==> src/rtl/slc3_mem_pkg.sv <==
// rtl/slc3_mem_pkg.sv - shared types and constants for the SLC-3 memory sequencer
package slc3_mem_pkg;

    typedef enum logic [2:0] {
        IDLE     = 3'd0,
        RD       = 3'd1,
        WR_SETUP = 3'd2,
        WR_PULSE = 3'd3,
        WR_HOLD  = 3'd4,
        DONE     = 3'd5
    } mem_state_t;

    localparam logic [15:0] IO_ADDR_DEF  = 16'hFFFF;
    localparam logic [15:0] WP_LIMIT_DEF = 16'h0030;
    localparam int          SRAM_AW      = 20;

endpackage

==> src/rtl/sync_2ff.sv <==
// rtl/sync_2ff.sv - two-flop synchronizer for asynchronous board inputs
module sync_2ff #(
    parameter int WIDTH = 1
) (
    input  logic             Clk,
    input  logic             Reset_n,
    input  logic [WIDTH-1:0] din,
    output logic [WIDTH-1:0] dout
);

    logic [WIDTH-1:0] meta;

    always_ff @(posedge Clk or negedge Reset_n) begin
        if (!Reset_n) begin
            meta <= '0;
            dout <= '0;
        end else begin
            meta <= din;
            dout <= meta;
        end
    end

endmodule

==> src/rtl/slc3_mem_seq.sv <==
// rtl/slc3_mem_seq.sv - SLC-3 memory-access sequencer (async SRAM + memory-mapped I/O)
// Optional write protection below WP_LIMIT is enabled by defining SLC3_MEM_WPROT_EN.
module slc3_mem_seq
    import slc3_mem_pkg::*;
#(
    parameter int          RD_WAIT  = 2,
    parameter int          WR_WAIT  = 2,
    parameter logic [15:0] IO_ADDR  = IO_ADDR_DEF,
    parameter logic [15:0] WP_LIMIT = WP_LIMIT_DEF
) (
    input  logic               Clk,
    input  logic               Reset_n,
    input  logic               Req,
    input  logic               Wr,
    input  logic [15:0]        Addr,
    input  logic [15:0]        Wdata,
    output logic [15:0]        Rdata,
    output logic               Ack,
    output logic               Busy,
    input  logic [15:0]        Switches,
    output logic [15:0]        Hex_Out,
    output logic               Mem_CE,
    output logic               Mem_UB,
    output logic               Mem_LB,
    output logic               Mem_OE,
    output logic               Mem_WE,
    output logic [SRAM_AW-1:0] Mem_ADDR,
    output logic [15:0]        Mem_Data_Out,
    output logic               Mem_Data_Drive,
`ifdef SLC3_MEM_WPROT_EN
    output logic               Wp_Err,
`endif
    input  logic [15:0]        Mem_Data_In
);

    localparam logic [3:0] RD_CNT0 = 4'(RD_WAIT - 1);
    localparam logic [3:0] WR_CNT0 = 4'(WR_WAIT - 1);

    mem_state_t  state, state_nxt;
    logic [3:0]  cnt, cnt_nxt;
    logic [15:0] sw_sync;
    logic        accept, is_io;
    logic        wr_blocked;

    assign Mem_CE = 1'b0;
    assign Mem_UB = 1'b0;
    assign Mem_LB = 1'b0;

    assign accept = (state == IDLE) && Req;
    assign is_io  = (Addr == IO_ADDR);

`ifdef SLC3_MEM_WPROT_EN
    assign wr_blocked = Wr && !is_io && (Addr < WP_LIMIT);
`else
    assign wr_blocked = 1'b0;
    wire unused_wp_limit = ^WP_LIMIT;
`endif

    sync_2ff #(.WIDTH(16)) u_sw_sync (
        .Clk     (Clk),
        .Reset_n (Reset_n),
        .din     (Switches),
        .dout    (sw_sync)
    );

    always_comb begin
        state_nxt = state;
        cnt_nxt   = cnt;
        case (state)
            IDLE: begin
                if (Req) begin
                    if (is_io || wr_blocked) begin
                        state_nxt = DONE;
                    end else if (!Wr) begin
                        state_nxt = RD;
                        cnt_nxt   = RD_CNT0;
                    end else begin
                        state_nxt = WR_SETUP;
                    end
                end
            end
            RD: begin
                if (cnt == 4'd0) state_nxt = DONE;
                else             cnt_nxt   = cnt - 4'd1;
            end
            WR_SETUP: begin
                state_nxt = WR_PULSE;
                cnt_nxt   = WR_CNT0;
            end
            WR_PULSE: begin
                if (cnt == 4'd0) state_nxt = WR_HOLD;
                else             cnt_nxt   = cnt - 4'd1;
            end
            WR_HOLD: state_nxt = DONE;
            DONE:    state_nxt = IDLE;
            default: state_nxt = IDLE;
        endcase
    end

    // Strobes are registered from the next state so they change exactly on state boundaries.
    always_ff @(posedge Clk or negedge Reset_n) begin
        if (!Reset_n) begin
            state          <= IDLE;
            cnt            <= 4'd0;
            Rdata          <= 16'h0000;
            Hex_Out        <= 16'h0000;
            Mem_ADDR       <= '0;
            Mem_Data_Out   <= 16'h0000;
            Ack            <= 1'b0;
            Busy           <= 1'b0;
            Mem_OE         <= 1'b1;
            Mem_WE         <= 1'b1;
            Mem_Data_Drive <= 1'b0;
`ifdef SLC3_MEM_WPROT_EN
            Wp_Err         <= 1'b0;
`endif
        end else begin
            state          <= state_nxt;
            cnt            <= cnt_nxt;
            Ack            <= (state_nxt == DONE);
            Busy           <= (state_nxt != IDLE);
            Mem_OE         <= (state_nxt != RD);
            Mem_WE         <= (state_nxt != WR_PULSE);
            Mem_Data_Drive <= (state_nxt == WR_SETUP) || (state_nxt == WR_PULSE) ||
                              (state_nxt == WR_HOLD);

            if (accept) begin
                if (is_io) begin
                    if (Wr) Hex_Out <= Wdata;
                    else    Rdata   <= sw_sync;
                end else if (wr_blocked) begin
`ifdef SLC3_MEM_WPROT_EN
                    Wp_Err <= 1'b1;
`endif
                end else begin
                    Mem_ADDR <= {{(SRAM_AW-16){1'b0}}, Addr};
                    if (Wr) Mem_Data_Out <= Wdata;
                end
            end

            if (state == RD && cnt == 4'd0) Rdata <= Mem_Data_In;
        end
    end

endmodule

==> config.mk <==
export PLATFORM = sky130hd
export DESIGN_NAME = slc3_mem_seq
export DESIGN_NICKNAME = d
export VERILOG_FILES = /design/src/rtl/slc3_mem_pkg.sv /design/src/rtl/sync_2ff.sv /design/src/rtl/slc3_mem_seq.sv
export SDC_FILE = /design/constraint.sdc
export NUM_CORES = 1
export LEC_CHECK = 0
export BUFFER_PORTS_ARGS = -buffer_cell sky130_fd_sc_hd__buf_2
export CORE_ASPECT_RATIO = 2
export CORE_MARGIN = 2
export CORE_UTILIZATION = 45
export DETAILED_ROUTE_END_ITERATION = 8
export MAX_ROUTING_LAYER = met4
export PLACE_DENSITY_LB_ADDON = 0.15
export SYNTH_ARGS = -nofsm -noshare
export SYNTH_HDL_FRONTEND = slang
export SYNTH_SLANG_ARGS = --single-unit
==> constraint.sdc <==
create_clock -name Clk -period 2.4 [get_ports Clk]
set_input_delay 0.48 -clock Clk [delete_from_list [all_inputs] [get_ports Clk]]
set_output_delay 0.48 -clock Clk [all_outputs]
set_load 0.005 [all_outputs]
==> results.cfg, run 1 <==
[timing]
finalSetupTns_ps = 0
slew_viol_final = 0
fin_crit_ps = 2260
finClkSkew_ps = 4.67
worst_pin_slew_ps = 823
setup_viol = 0
fin_crit_sh = 0.940
fin_ws_ps = 144
rsz0062_at_grt = false
hold_viol = 0
fmax_ghz = 0.443
slew_headroom = 0.451

[routing]
drt-pass1-iter-count = 4
post_drt_wl_per_cell_um = 15.5
drtAntennaViolNets = 0
via_per_inst = 5.19
wirelength_um = 8620
detail_route.iter0.violations = 148
num_vias = 2879
drc_errors = 0

[finish]
final_common_cell = buf_2
layout_common_cells = buf_2 (135), dfrtp_1 (106), mux2_2 (48)
multiInputGateArea_mm2 = 0.00128
final_nets = 517
layout-drive-gt1-share = 0.494
regArea_mm2 = 0.00271
fill_cells = 766
area_growth_pct = 26.4
diodes = 0

[worst_setup_path]
startpoint = state[0]
path_delay_family = simple AND/OR/NAND/NOR gates
crit_path_end_kind = flop
crit_slowest_cell = nor2_2
crit_buf_inv = 0
cp_max_fo = 17
path_cells = or4b_4, nor2_2, mux2_2
worstSetupPathType = flop to flop
cp.arrival_ps = 2480
critPathMaxStageDelay_ps = 650
cp_data_required_time_ps = 2620
r2r-start = state[0]
cp-start-kind = flop

[floorplanning]
initial_utilization = 0.461
ios = 144
die_h_um = 140
dieArea_mm2 = 0.0101
dieWidth_um = 71.9
coreArea_mm2 = 0.00901
row_count = 49

[global_route]
grt_max_degree = 43
antenna_found_initial = 0
grt_pass1_wl_um = 14100
first_global_vias = 2888
grt-ovfl-total = 0
track_usage = 0.185

[power]
ir_drop_uv = 597
power_leakage_nw = 2.53
pwr_density_cell_mw_per_mm2 = 1100

[synth]
yosysTopAreaCell = dfrtp_1
synth_xor_area_frac = 0.00211
synth_area_leaders = dfrtp_1 (64%), mux2_2 (13%), a31oi_1 (2.4%)
synth_top_area_share = 0.639
syn_inst = 305
netlist_area_mm2 = 0.00415
ys.flop_type = dfrtp_1
muxShareOfSynthArea = 0.130
ys_types = 41
synth_async_sr_flop_share = 1.00
post_synth.cell_area_avg_um2 = 13.6
synth_edf_count = 0
synthAdderAreaFrac = 0.00301
yosysWarnings = 0
synth-seq-area-share = 0.651
ys_ff_latch = 108
synth_top_family_by_area = multiplexers
synthSimpleGateAreaFrac = 0.0871
synth_compound_area_frac = 0.0777

[clocking]
cts_buffers = 9
worstSkewPairLatency_ps = 340
numClockSinks = 108
clock_path_buffers = 2
cts.htree.levels = 3
cts-root-buf = clkbuf_16
hold_buffers = 0
cts_tree = done
cts.clk_slew.worst_paths_ps = 70

[outcome]
status = finished clean

[worst_hold_path]
hp-class = input port to async pin

[placed_design]
gp_congestion = 0.795
place.port_buffers = 136
place.detailed.hpwl_um = 6480
dpl_worst_slack_ps = 89.3

[job]
maxCapViolCount = 0
==> state kept, by name (all words and copies together), names as in the netlist <==
name	flops
Ack	1
Busy	1
Hex_Out	16
Mem_ADDR	16
Mem_Data_Drive	1
Mem_Data_Out	16
Mem_OE	1
Mem_WE	1
Rdata	16
cnt	4
state	3
u_sw_sync.dout	16
u_sw_sync.meta	16
==> path summary, 6_finish.rpt <==
| check | endpoint | slack, ps | cells past startpoint |
|---|---|---|---|
| max | Mem_ADDR[4] | 140 | 3 |
| max in group asynchronous | Mem_OE | 1690 | 2 |
| max reg2reg | Mem_ADDR[4] | 140 | 3 |
| min in group Clk | u_sw_sync.meta[2] | 240 | 1 |
| min reg2reg | u_sw_sync.dout[14] | 350 | 0 |
| min | cnt[3] | 80 | 1 |
==> routing by layer <==
metal,global-route usage,share of wire,routed length [µm],up-vias
met2,0.311,0.54,4620,104
met1,0.212,0.38,3310,1397
li1,-,-,-,1362
met4,0.0695,0.021,184,0
met3,0.0442,0.059,509,16
met5,-,0,0,-
==> cell families (layout without fill, tap and decap cells) <==
kind of cell | Yosys count | after routing
buffers and inverters | 27 | 169
DFF | 108 | 108
adders and majority gates | 1 | 1
xor gates and xnor gates | 1 | 1
and+or+nand+nor | 66 | 66
muxes | 48 | 48
AOI/OAI and AO/OA | 53 | 53
other | 1 | 7
==> cells in the mapped netlist (2+ instances only) <==
master	number
buf_2	6
dfstp_2	2
o21ai_0	10
or2_2	2
a21oi_1	6
clkbuf_1	2
nor2_1	21
o21ai_1	9
nor2_2	2
nand4_1	4
nor3_1	3
dfrtp_1	106
o22ai_1	3
buf_4	9
nand2_1	4
a211oi_1	2
nand3_1	18
mux2_2	48
clkbuf_8	4
nand2b_1	4
inv_1	4
buf_6	2
a31oi_1	16
==> power breakdown <==
| part | switching [mW] | internal [mW] | leakage [nW] |
|---|---|---|---|
| clock network | 0.633 | 0.813 | 0.132 |
| registers | 0.271 | 2.36 | 1.30 |
| logic | 0.801 | 0.914 | 1.10 |
| total | 1.70 | 4.09 | 2.53 |
==> through the flow <==
stage	cells	instance area (µm²)	total power, mW	hold slack, ps	utilization
detailed placement	539	4950	4.40	335	0.549
floorplan	311	4180	3.66	184	-
finish	555	5250	5.79	81.6	0.582
global placement	539	4950	4.32	333	0.549
global route	555	5250	6.17	109	0.582
CTS	555	5250	5.88	96.1	0.582
==> worst reg2reg max path, delay by kind of cell (launching register included) <==
kind          cells  cell delay, ps
simple gates      2            1240
mux               1             420
flops             1             480
==> repair_timing <==
action | CTS | global route
gates resized for setup | 0 | 1
buffers inserted | 0 | 0
endpoints found under the hold margin | 0 | 0
endpoints found under the setup margin | 0 | 1
==> final cells by class <==
class,count,share of cell area
tap,102,0.0243
multi-input combinational,176,0.243
clock inverter,5,0.0117
sequential,108,0.515
inverter,4,0.00286
clock buffer,11,0.0443
timing repair buffer,149,0.158
Power figures use the tool's default switching activity.
==> run 2, diff against run 1 <==
==> constraint.sdc (replaced) <==
create_clock -name Clk -period 2.4 [get_ports Clk]
set_input_delay 0.24 -clock Clk [delete_from_list [all_inputs] [get_ports Clk]]
set_output_delay 0.24 -clock Clk [all_outputs]
set_load 0.005 [all_outputs]
==> run 2 against run 1 <==
Register-to-register slack gained 60 ps. Critical path depth rose by 1. Hold slack lost 67 ps. Sequential share of layout area fell by 1.1 points. Clock skew rose by 3.5 ps. Non-clock buffer count up 14. Wire length up 4.5%. Final area grew 2.1%. Combinational power barely moved. Global-route usage up 1.6 points. Sequential power is essentially flat. Final cell count grew 2.7%. Critical path type unchanged. Largest cell class unchanged. Largest power group unchanged.
==> results.cfg, run 2 (same netlist as run 1, synthesis figures left out) <==
[global_route]
busiest_layer = met2
first_global_vias = 3225
grtUsageMet2 = 0.345
grt_pass1_wl_um = 15400
antenna_found_initial = 1
track_usage = 0.201
met3_usage = 0.0333
grt_max_degree = 44
met1_usage = 0.221
grt-ovfl-total = 0

[timing]
fin_ws_ps = 203
worst_pin_slew_ps = 811
rsz0062_at_grt = false
hold_slack_ps = 14.8
setup_viol = 0
fin_crit_ps = 2200
slew_viol_final = 0
slew_headroom = 0.459
fin_crit_sh = 0.915
finClkSkew_ps = 8.20
hold_viol = 0
fmax_ghz = 0.455
finalSetupTns_ps = 0

[clocking]
clock_path_buffers = 2
numClockSinks = 108
cts.htree.levels = 3
cts-root-buf = clkbuf_16
post-cts-setup-buffers = 0
cts.clk_slew.worst_paths_ps = 70
cts_buffers = 9
worstSkewPairLatency_ps = 340
cts_tree = done

[worst_setup_path]
critPathMaxStageDelay_ps = 700
cp-start-kind = flop
startpoint = state[1]
cp_max_fo = 16
path_delay_family = simple AND/OR/NAND/NOR gates
r2r-start = state[1]
crit_buf_inv = 0
crit_slowest_cell = or4_1
crit_path_end_kind = flop
cp.arrival_ps = 2400
worstSetupPathType = flop to flop
cp_data_required_time_ps = 2600
r2r_slack_ps = 200
path_cells = or4b_4, or4_1, o21ai_0, a31oi_1

[worst_hold_path]
hp-class = input port to flop
hold_start = Switches[6]

[routing]
via_per_inst = 5.16
drc_errors = 0
wirelength_um = 9010
num_vias = 2940
detail_route.iter0.violations = 147
post_drt_wl_per_cell_um = 15.8
drt-pass1-iter-count = 4
drtAntennaViolNets = 0

[floorplanning]
initial_utilization = 0.461
dieWidth_um = 71.9
dieArea_mm2 = 0.0101
ios = 144
row_count = 49
coreArea_mm2 = 0.00901
die_h_um = 140

[finish]
layout-drive-gt1-share = 0.480
final_nets = 531
final_common_cell = buf_2
fill_cells = 764
layout_common_cells = buf_2 (135), dfrtp_1 (106), mux2_2 (48)
area_growth_pct = 29.0

[outcome]
status = finished clean

[power]
ir_drop_uv = 632
pwr_density_cell_mw_per_mm2 = 1090
power_leakage_nw = 2.59
fin_total_pwr_mw = 5.84

[placed_design]
place.detailed.hpwl_um = 6750
dpl_worst_slack_ps = 231
place.port_buffers = 136
gp_congestion = 0.822

[job]
maxCapViolCount = 0
==> run 2: metal layers <==
metal | share of wire | vias to the layer above
met5 | 0 | -
met4 | 0.029 | 0
met3 | 0.048 | 17
met2 | 0.54 | 99
met1 | 0.38 | 1440
li1 | - | 1384
==> run 2: stage by stage <==
step | utilization | std cells | instance area (µm²)
after floorplan | - | 311 | 4180
after global placement | 0.544 | 538 | 4910
after detailed placement | 0.544 | 538 | 4910
after CTS | 0.594 | 569 | 5360
after global routing | 0.595 | 570 | 5360
final | 0.595 | 570 | 5360
==> run 2: final cells by class <==
class / count / area, µm² / area share
antenna: 1 / 2.50 / 0.000467
tap: 102 / 128 / 0.0238
inverter: 4 / 15.0 / 0.00280
timing repair buffer: 163 / 936 / 0.175
multi-input combinational: 176 / 1270 / 0.237
sequential: 108 / 2710 / 0.505
clock buffer: 9 / 225 / 0.0420
clock inverter: 7 / 75.1 / 0.0140
==> run 2: where the power goes <==
group,switching (mW),internal [mW]
combinational,0.803,0.924
clock,0.653,0.816
sequential,0.275,2.36
==> run 2: path summary, 6_finish.rpt <==
kind / to / cells after the start
setup / recovery: Rdata[5] / 4
hold / removal: u_sw_sync.meta[6] / 1
setup reg to reg: Rdata[5] / 4
hold reg to reg: u_sw_sync.dout[2] / 0
max in group asynchronous: Mem_OE / 3
min in group asynchronous: state[1] / 2
==> run 2: repair_timing <==
| action | CTS | global route |
|---|---|---|
| hold endpoints to repair | 54 | 0 |
| hold buffers | 15 | 0 |
| resized for setup | 0 | 0 |
==> run 3, diff against run 2 <==
Settings changed: CORE_MARGIN 2 to 4, PLACE_DENSITY from default to 0.73, PLACE_DENSITY_LB_ADDON 0.15 to default.
==> run 3 against run 2 <==
Register-to-register slack lost 40 ps. First-iteration DRC count grew 42%. Sequential cell count is the same. Combinational power is essentially flat. Hold slack gained 120 ps. Sequential share of layout area shrank 0.25 points. Total power grew 1.4%. Largest cell class unchanged. Largest power group unchanged.
==> results.cfg, run 3 (same netlist as run 1, synthesis figures left out) <==
[timing]
fin_crit_sh = 0.933
fin_crit_ps = 2240
slew_headroom = 0.466
setup_viol = 0
finalSetupTns_ps = 0
worst_pin_slew_ps = 800
hold_viol = 0
rsz0062_at_grt = false
finClkSkew_ps = 7.62
slew_viol_final = 0
fmax_ghz = 0.447

[finish]
final_nets = 532
layout_common_cells = buf_2 (135), dfrtp_1 (106), mux2_2 (48)
final_common_cell = buf_2
fin_cells = 570
fill_cells = 749
area_growth_pct = 29.7
diodes = 0
fin_util = 0.598
layout-drive-gt1-share = 0.476

[routing]
detail_route.iter0.violations = 209
num_vias = 2940
drt-pass1-iter-count = 5
via_per_inst = 5.16
drtAntennaViolNets = 0
post_drt_wl_per_cell_um = 15.9
wirelength_um = 9080
drc_errors = 0

[worst_setup_path]
crit_slowest_cell = or4_1
rr_worst_depth = 4
r2r_end = Rdata[1]
cp_max_fo = 16
crit_buf_inv = 0
critPathMaxStageDelay_ps = 700
cp-start-kind = flop
path_delay_family = simple AND/OR/NAND/NOR gates
crit_path_end_kind = flop
r2r-start = state[1]
r2r_slack_ps = 160
cp.arrival_ps = 2440
cp_data_required_time_ps = 2600
path_cells = or4b_4, or4_1, o21ai_0, a31oi_1
worstSetupPathType = flop to flop

[floorplanning]
die_h_um = 144
row_count = 49
dieWidth_um = 75.9
ios = 144
initial_utilization = 0.461
coreArea_mm2 = 0.00901
dieArea_mm2 = 0.0109

[global_route]
antenna_found_initial = 0
grt_max_degree = 44
grt_pass1_wl_um = 15000
grt-ovfl-total = 0
track_usage = 0.176
first_global_vias = 3136

[power]
pwr_density_cell_mw_per_mm2 = 1100
power_leakage_nw = 2.60
ir_drop_uv = 539
clkPwrFrac = 0.259
fin_total_pwr_mw = 5.91
swShare = 0.303
p_int_mw = 4.12
p_sw_mw = 1.79
pwr-share-comb = 0.295
sequentialPowerShare = 0.447

[job]
maxCapViolCount = 0

[worst_hold_path]
whs_path_depth = 2
hp-class = input port to flop
hold_start = Wdata[8]
hold-path-endpoint = Hex_Out[8]

[outcome]
status = finished clean

[placed_design]
place.port_buffers = 136
place.detailed.hpwl_um = 6820
dp.cells = 537
gp_congestion = 0.868

[clocking]
cts_tree = done
clock_path_buffers = 2
numClockSinks = 108
cts.clk_slew.worst_paths_ps = 70
post-cts-setup-buffers = 0
cts_buffers = 9
cts.htree.levels = 3
worstSkewPairLatency_ps = 340
cts-root-buf = clkbuf_16
## run 3: area by class of cell
| cell class | instances | area, µm² | area share |
|---|---|---|---|
| sequential | 108 | 2710 | 0.502 |
| multi-input combinational | 176 | 1270 | 0.236 |
| timing repair buffer | 164 | 948 | 0.176 |
| clock buffer | 9 | 225 | 0.0418 |
| tap | 102 | 128 | 0.0237 |
| clock inverter | 7 | 91.3 | 0.0170 |
| inverter | 4 | 15.0 | 0.00279 |
## run 3: how the worst max path moves through the flow
| stage | startpoint | end | depth (start not counted) |
|---|---|---|---|
| 2_1_floorplan | state[0] | Rdata[10] | 7 |
| 3_3_place_gp | state[1] | Rdata[4] | 4 |
| 3_5_place_dp | state[1] | Rdata[1] | 4 |
| 4_1_cts | state[1] | Rdata[1] | 4 |
| 5_1_grt | state[1] | Rdata[1] | 4 |
| 6_report | state[1] | Rdata[1] | 4 |
## run 3: worst reg2reg max path: stages, from the launching register on
cell and delay [ps]:
dfrtp_1 460, or4b_4 550, or4_1 700, o21ai_0 270, a31oi_1 120
## run 3: power groups by stage
stage | clock (mW) | sequential, mW | combinational [mW]
floorplan | 0 | 2.68 | 0.980
global placement | 0 | 2.66 | 1.67
detailed placement | 0 | 2.67 | 1.75
CTS | 1.58 | 2.64 | 1.77
global route | 1.65 | 2.71 | 1.94
finish | 1.53 | 2.64 | 1.74
## run 3: routing by layer
metal  global-route usage  share of wire  wire (µm)  up-vias
met5                    -              0          0        -
met4                0.111          0.041        370        0
met3               0.0289          0.051        462       26
met2                0.303           0.54       4920      111
met1                0.186           0.37       3330     1413
li1                     -              -          -     1390
## run 3: through the flow
step / area, µm² / worst slack, ps / hold slack [ps]
floorplan: 4180 / 380 / -55.6
global placement: 4900 / 268 / 227
detailed placement: 4900 / 184 / 240
CTS: 5390 / 165 / 121
global route: 5390 / 7.40 / 130
finish: 5390 / 162 / 140
## run 3: repair_timing
action	in CTS	in global routing
hold buffers	17	0
resized for setup	0	0
endpoints found under the hold margin	53	0
setup endpoints to repair	0	0
